`src/rtl/mem_bus_arbiter_pkg.sv`:
```
// Shared ids, state type and read-tag type
// for the three-way memory bus arbiter.
package mem_arb_pkg;

  localparam int NUM_REQ = 3;

  localparam logic [1:0] REQ_FETCH = 2'd0;
  localparam logic [1:0] REQ_DATA  = 2'd1;
  localparam logic [1:0] REQ_DMA   = 2'd2;

  typedef enum logic {
    ARB_IDLE,
    ARB_OWN
  } arb_state_t;

  typedef struct packed {
    logic       v;
    logic [1:0] id;
  } rd_tag_t;

  function automatic logic [1:0] id_of(
    input logic [NUM_REQ-1:0] oh
  );
    id_of = REQ_FETCH;
    unique case (1'b1)
      oh[REQ_FETCH]: id_of = REQ_FETCH;
      oh[REQ_DATA]:  id_of = REQ_DATA;
      oh[REQ_DMA]:   id_of = REQ_DMA;
      default:       id_of = REQ_FETCH;
    endcase
  endfunction

  function automatic logic [1:0] next_ptr(
    input logic [NUM_REQ-1:0] win
  );
    next_ptr = REQ_FETCH;
    unique case (1'b1)
      win[REQ_FETCH]: next_ptr = REQ_DATA;
      win[REQ_DATA]:  next_ptr = REQ_DMA;
      win[REQ_DMA]:   next_ptr = REQ_FETCH;
      default:        next_ptr = REQ_FETCH;
    endcase
  endfunction

endpackage

```
`src/rtl/mem_bus_arbiter_if.sv`:
```
// Requester-side bus of the memory arbiter:
// packed per-requester request lanes plus grant/return.
interface mem_bus_arbiter_if
  import mem_arb_pkg::*;
#(
  parameter int ADDR_W = 16,
  parameter int DATA_W = 8
);

  logic [NUM_REQ-1:0]        req;
  logic [NUM_REQ-1:0]        lock;
  logic [NUM_REQ-1:0]        we;
  logic [NUM_REQ*ADDR_W-1:0] addr;
  logic [NUM_REQ*DATA_W-1:0] wdata;
  logic [NUM_REQ-1:0]        gnt;
  logic [NUM_REQ-1:0]        rvalid;
  logic [DATA_W-1:0]         rdata;

  modport master (
    output req, lock, we, addr, wdata,
    input  gnt, rvalid, rdata
  );

  modport slave (
    input  req, lock, we, addr, wdata,
    output gnt, rvalid, rdata
  );

endinterface

```
`src/rtl/mem_bus_arbiter_rr_picker.sv`:
```
// Three-way round-robin priority encoder:
// first set request at or after ptr wins.
module rr_picker
  import mem_arb_pkg::*;
(
  input  logic [NUM_REQ-1:0] req,
  input  logic [1:0]         ptr,
  output logic [NUM_REQ-1:0] win,
  output logic               vld
);

  logic [2*NUM_REQ-1:0] dbl;
  logic [2*NUM_REQ-1:0] wdbl;
  logic [NUM_REQ-1:0]   rot;
  logic [NUM_REQ-1:0]   rwin;

  // rotate ptr to bit 0, take lowest set bit, rotate back
  always_comb begin
    dbl  = {req, req};
    rot  = dbl[ptr +: NUM_REQ];
    rwin = '0;
    if (rot[0])      rwin = 3'b001;
    else if (rot[1]) rwin = 3'b010;
    else if (rot[2]) rwin = 3'b100;
    wdbl = {rwin, rwin} << ptr;
    win  = wdbl[2*NUM_REQ-1:NUM_REQ];
    vld  = |req;
  end

endmodule

```
`src/rtl/mem_bus_arbiter.sv`:
```
// Single memory port shared by fetch, data and DMA
// with round-robin grant, bounded lock and tagged reads.
module mem_bus_arbiter
  import mem_arb_pkg::*;
#(
  parameter int ADDR_W     = 16,
  parameter int DATA_W     = 8,
  parameter int RD_LATENCY = 1,
  parameter int MAX_BURST  = 4
) (
  input  logic              clk,
  input  logic              rst_n,
  mem_bus_arbiter_if.slave  bus,
  output logic [ADDR_W-1:0] mem_addr,
  output logic [DATA_W-1:0] mem_wdata,
  output logic              mem_we,
  output logic              mem_re,
  input  logic [DATA_W-1:0] mem_rdata
);

  localparam int CNT_W = $clog2(MAX_BURST + 1);

  arb_state_t         st;
  logic [NUM_REQ-1:0] gnt_q;
  logic [NUM_REQ-1:0] pick;
  logic               pick_vld;
  logic [1:0]         ptr;
  logic [CNT_W-1:0]   burst_cnt;

  logic [ADDR_W-1:0]  sel_addr;
  logic [ADDR_W-1:0]  addr_q;
  logic [DATA_W-1:0]  sel_wdata;
  logic [DATA_W-1:0]  wdata_q;
  logic               sel_req;
  logic               sel_lock;
  logic               sel_we;
  logic               beat;
  logic               hold;

  rd_tag_t            tag_q [RD_LATENCY];
  rd_tag_t            tag_out;
  logic [NUM_REQ-1:0] rvalid;

  rr_picker u_pick (
    .req (bus.req),
    .ptr (ptr),
    .win (pick),
    .vld (pick_vld)
  );

  // route the granted requester's lane to the memory side
  always_comb begin
    sel_addr  = '0;
    sel_wdata = '0;
    sel_req   = 1'b0;
    sel_lock  = 1'b0;
    sel_we    = 1'b0;
    for (int i = 0; i < NUM_REQ; i++) begin
      if (gnt_q[i]) begin
        sel_addr  = bus.addr[i*ADDR_W +: ADDR_W];
        sel_wdata = bus.wdata[i*DATA_W +: DATA_W];
        sel_req   = bus.req[i];
        sel_lock  = bus.lock[i];
        sel_we    = bus.we[i];
      end
    end
  end

  assign beat = sel_req;
  assign hold = (st == ARB_OWN) & sel_req & sel_lock
              & (burst_cnt < CNT_W'(MAX_BURST - 1));

  assign mem_addr  = beat ? sel_addr  : addr_q;
  assign mem_wdata = beat ? sel_wdata : wdata_q;
  assign mem_we    = beat & sel_we;
  assign mem_re    = beat & ~sel_we;

  // owner FSM: keep a locked owner, else rearbitrate
  always_ff @(posedge clk or negedge rst_n) begin
    if (!rst_n) begin
      st        <= ARB_IDLE;
      gnt_q     <= '0;
      ptr       <= REQ_FETCH;
      burst_cnt <= '0;
    end else if (hold) begin
      burst_cnt <= burst_cnt + 1'b1;
    end else if (pick_vld) begin
      st        <= ARB_OWN;
      gnt_q     <= pick;
      ptr       <= next_ptr(pick);
      burst_cnt <= '0;
    end else begin
      st        <= ARB_IDLE;
      gnt_q     <= '0;
    end
  end

  // remember last beat's address/data for idle cycles
  always_ff @(posedge clk or negedge rst_n) begin
    if (!rst_n) begin
      addr_q  <= '0;
      wdata_q <= '0;
    end else if (beat) begin
      addr_q  <= sel_addr;
      wdata_q <= sel_wdata;
    end
  end

  // read tags ride alongside the memory latency
  always_ff @(posedge clk or negedge rst_n) begin
    if (!rst_n) begin
      for (int i = 0; i < RD_LATENCY; i++) begin
        tag_q[i] <= '0;
      end
    end else begin
      tag_q[0] <= '{v: mem_re, id: id_of(gnt_q)};
      for (int i = 1; i < RD_LATENCY; i++) begin
        tag_q[i] <= tag_q[i-1];
      end
    end
  end

  assign tag_out = tag_q[RD_LATENCY-1];

  // decode the returning tag into a one-hot strobe
  always_comb begin
    rvalid = '0;
    for (int i = 0; i < NUM_REQ; i++) begin
      rvalid[i] = tag_out.v & (tag_out.id == 2'(i));
    end
  end

  assign bus.gnt    = gnt_q;
  assign bus.rvalid = rvalid;
  assign bus.rdata  = tag_out.v ? mem_rdata : '0;

endmodule

```
`src/flat_wrapper.sv`:
```
// flat-port wrapper written by rule: the top's interface ports become plain ports
module mem_bus_arbiter_flat import mem_arb_pkg::*;
#(
  parameter int ADDR_W     = 16,
  parameter int DATA_W     = 8,
  parameter int RD_LATENCY = 1,
  parameter int MAX_BURST  = 4
)
  (clk, rst_n, mem_addr, mem_wdata, mem_we, mem_re, mem_rdata, bus_req, bus_lock, bus_we, bus_addr, bus_wdata, bus_gnt, bus_rvalid, bus_rdata);
  mem_bus_arbiter_if #(.ADDR_W(ADDR_W), .DATA_W(DATA_W)) bus_i ();
  input  logic clk;
  input  logic rst_n;
  output logic [ADDR_W-1:0] mem_addr;
  output logic [DATA_W-1:0] mem_wdata;
  output logic mem_we;
  output logic mem_re;
  input  logic [DATA_W-1:0] mem_rdata;
  input wire logic [$bits(bus_i.req)-1:0] bus_req;
  input wire logic [$bits(bus_i.lock)-1:0] bus_lock;
  input wire logic [$bits(bus_i.we)-1:0] bus_we;
  input wire logic [$bits(bus_i.addr)-1:0] bus_addr;
  input wire logic [$bits(bus_i.wdata)-1:0] bus_wdata;
  output wire logic [$bits(bus_i.gnt)-1:0] bus_gnt;
  output wire logic [$bits(bus_i.rvalid)-1:0] bus_rvalid;
  output wire logic [$bits(bus_i.rdata)-1:0] bus_rdata;
  assign bus_i.req = bus_req;
  assign bus_i.lock = bus_lock;
  assign bus_i.we = bus_we;
  assign bus_i.addr = bus_addr;
  assign bus_i.wdata = bus_wdata;
  assign bus_gnt = bus_i.gnt;
  assign bus_rvalid = bus_i.rvalid;
  assign bus_rdata = bus_i.rdata;
  mem_bus_arbiter #(.ADDR_W(ADDR_W), .DATA_W(DATA_W), .RD_LATENCY(RD_LATENCY), .MAX_BURST(MAX_BURST)) u_core (.clk(clk), .rst_n(rst_n), .bus(bus_i), .mem_addr(mem_addr), .mem_wdata(mem_wdata), .mem_we(mem_we), .mem_re(mem_re), .mem_rdata(mem_rdata));
endmodule
```
`config.mk`:
```
export PLATFORM = sky130hd
export DESIGN_NAME = mem_bus_arbiter_flat
export DESIGN_NICKNAME = d
export VERILOG_FILES = /design/src/rtl/mem_bus_arbiter_pkg.sv /design/src/rtl/mem_bus_arbiter_if.sv /design/src/rtl/mem_bus_arbiter_rr_picker.sv /design/src/rtl/mem_bus_arbiter.sv /design/src/flat_wrapper.sv
export SDC_FILE = /design/constraint.sdc
export NUM_CORES = 1
export LEC_CHECK = 0
export BUFFER_PORTS_ARGS = -buffer_cell sky130_fd_sc_hd__buf_4
export CORE_MARGIN = 4
export CORE_UTILIZATION = 30
export CTS_CLUSTER_SIZE = 28
export DETAILED_ROUTE_END_ITERATION = 8
export PLACE_DENSITY = 0.61
export SYNTH_ARGS = -nofsm -noshare
export SYNTH_HDL_FRONTEND = slang
export SYNTH_SLANG_ARGS = --single-unit
```
`constraint.sdc`:
```
create_clock -name clk -period 1.7 [get_ports clk]
set_input_delay 0.17 -clock clk [delete_from_list [all_inputs] [get_ports clk]]
set_output_delay 0.17 -clock clk [all_outputs]
set_load 0.005 [all_outputs]
```
==> flow_summary.toml <==
[clock_network]
numClockSinks = 36
cts_root_buf = "clkbuf_8"
cts_tree = "yes"
clockBufferDepth = 2
numCtsBuffers = 5
htree_levels = 2
insertion_delay_ns = 0.28
path_clk_slew_ns = 0.07

[min_path]
min_path_type = "input pin to flop"
min_to = "u_core.addr_q[12]"
hold_depth = 3
hold_start = "bus_addr[44]"

[synth]
ys_warn_count = 0
synth_seq_cells = 36
synthCells = 240
yosysTopAreaCell = "dfrtp_1"
syn_avg_cell_area_um2 = 8.28
ys_types = 32
synth_top_area_share_pct = 45.3
ys_seq_area_share_pct = 45.3
syn-cell-area_um2 = 1990
syn_nets = 332
ys_top_cells_by_area = "dfrtp_1, a22oi_1, o21ai_0"

[floorplanning]
core_um2 = 6390
fp.dieH_um = 89.4
top_level_ports = 131
die_area_um2 = 7990
start_util_pct = 31.1
rows = 29
die_w_um = 89.4

[layout]
fin_nets = 465
multi_input_area_um2 = 1130
drive_above_1_share_pct = 51.3
final_cells = 451
register_area_um2 = 903
diodes = 0
final_area_um2 = 3450
num-fill-cells = 611
syn2layout_area_growth_pct = 73.6

[place]
dp_hpwl_um = 4670
place_area_um2 = 3080
gp_congestion = 0.743
dp_cells = 435
port_buffers = 130

[drt]
vias = 2228
wl_per_cell_um = 14.6
viasPerCell = 4.94
first_pass_iters = 4
detail_route.iter0.violations = 63
drcViolationCount = 0
ant_nets = 0
drt-total-wl_um = 6570

[outcome]
failed_checks = "negative setup slack"
status = "finished, violations left"

[sta]
slew-limit-headroom_pct = 69.8
worstMarginPinSlew_ns = 0.453
finalSetupViolCount = 34
slew_viol_final = 0
hold_viol_final = 0
skew_ns = 0.00542
hold_slack_ns = 0.183
fin_crit_ns = 1.86
finalCritPeriodShare_pct = 109
setup_ws_ns = -0.160
max_freq_ghz = 0.538
rsz0062_at_grt = "true"

[power]
sw_frac_of_total_pct = 40.7
p_seq_share_pct = 23.6
combPwrFrac_pct = 66.0
clock_power_share_pct = 10.3
powerDensity_nw_per_um2 = 1720
cellLeakagePower_nw = 1.68
p_sw_mw = 2.41
p_int_mw = 3.51
ir_drop_mv = 0.707

[worst_setup_path]
reg2reg_setup_slack_ns = -0.13
worst_setup_path_end_kind = "output port"
cp-start-kind = "flop"
worstPathRequired_ns = 1.53
rr_worst_depth = 7
path_max_fanout = 25
r2r-start = "u_core.bus.gnt[1]"
timing.rr.end = "u_core.ptr[0]"
crit_type = "flop to output port"
worstPathArrival_ns = 1.69

[grt]
grt_pass1_wl_um = 9720
grt_max_degree = 50
grt_overflow = 0
grt_pass1_vias = 2117
antenna_found_initial = 0
gr-usage-all-layers_pct = 15.6

[run]
drv_cap = 0
Yosys cell counts (all sizes together):
cell type and instances:
and2 9, o211ai 1, a221oi 1, nand4b 1, nor2b 3, nor3 1
a21oi 27, nand3 2, clkbuf 19, a2111oi 1, o41a 1, buf 5
o311ai 1, a22oi 25, nand2 31, nor3b 1, mux2 1, dfrtp 36
nor2 29, inv 3, a22o 3, o21ai 31, ha 1, nand2b 2
a211o 1, nor4b 1, and3b 1, nand3b 2
flip-flops by register name (all words and copies together), names as in the netlist:
register          count
u_core.burst_cnt      3
u_core.wdata_q        8
u_core.ptr            2
u_core.addr_q        16
u_core.bus.gnt        3
u_core.st             1
u_core.tag_out        3
repair_timing:
item | CTS | global route
pin swaps | 1 | 5
hold buffers | 1 | 0
resized for setup | 60 | 19
hold endpoints to repair | 36 | 0
setup endpoints to repair | 34 | 34
setup buffers | 2 | 3
gates cloned | 2 | 0
cell usage in the layout (no fill, tap or decap), types with 3 or more instances in the layout:
| cell | instances |
|---|---|
| buf_4 | 136 |
| dfrtp_1 | 34 |
| nand2_1 | 29 |
| nor2_1 | 28 |
| a21oi_1 | 26 |
| a22oi_1 | 22 |
| o21ai_2 | 20 |
| and2_1 | 9 |
| buf_6 | 9 |
| o21ai_1 | 7 |
| clkbuf_8 | 6 |
| a22oi_2 | 3 |
| o21ai_0 | 3 |
| buf_12 | 3 |
worst max-delay path by stage:
| stage | startpoint | end | slack, ns | cells past startpoint |
|---|---|---|---|---|
| floorplan | u_core.bus.gnt[2] | u_core.ptr[0] | 0.03 | 5 |
| global placement | u_core.bus.gnt[1] | mem_addr[9] | -0.04 | 5 |
| detailed placement | u_core.bus.gnt[1] | u_core.ptr[0] | -0.10 | 5 |
| CTS | u_core.bus.gnt[1] | mem_addr[15] | -0.16 | 5 |
| global route | u_core.bus.gnt[1] | mem_addr[0] | -0.28 | 7 |
| finish | u_core.bus.gnt[1] | mem_addr[10] | -0.16 | 5 |
cell families (layout without fill, tap and decap cells):
family                   Yosys count  in the layout  share of synthesized area, %
multiplexers                       1              1                         0.566
adder cells (fa/ha/maj)            1              1                         0.629
flip-flops                        36             36                          45.3
AND/OR/NAND/NOR                   83             83                          18.9
buffers and inverters             27            161                          5.54
AO/OA/AOI/OAI                     92             92                          29.0
critical path, cell delays in order (launching register included):
cell and delay [ns]:
dfrtp_2 0.44, nand3b_1 0.19, a22o_4 0.27, buf_12 0.17, o21ai_1 0.19, buf_4 0.14
through the flow:
stage / power (mW) / worst slack, ns / setup TNS [ns] / utilization, %
after floorplan: 2.95 / 0.0288 / 0 / -
after global routing: 6.41 / -0.278 / -6.98 / 54.1
after global placement: 4.42 / -0.0427 / -0.129 / 48.2
after detailed placement: 4.46 / -0.101 / -1.31 / 48.2
after CTS: 5.77 / -0.162 / -4.08 / 52.7
final: 5.92 / -0.160 / -3.58 / 54.1
area by class of cell:
cell class	count	share of cell area, %
inverters	3	0.326
clock buffers	8	2.61
multi-input cells	177	32.8
repair buffers	150	35.3
flip-flops and latches	36	26.2
well taps	77	2.79
power by group through the flow:
stage	logic (mW)	clock network, mW	registers, mW
after detailed placement	3.06	0	1.41
after global placement	3.04	0	1.39
after global routing	4.28	0.683	1.45
after CTS	3.73	0.639	1.39
after floorplan	1.63	0	1.32
final	3.91	0.611	1.40
per-layer routing:
metal / routed length, µm / part of all wire (%) / global-route usage (%)
met1: 2520 / 38 / 18.8
met3: 518 / 7.9 / 3.69
met5: 0 / 0 / 0
met4: 74 / 1.1 / 4.47
met2: 3460 / 53 / 27.7
Note: power is estimated with default switching activity, not from simulation.
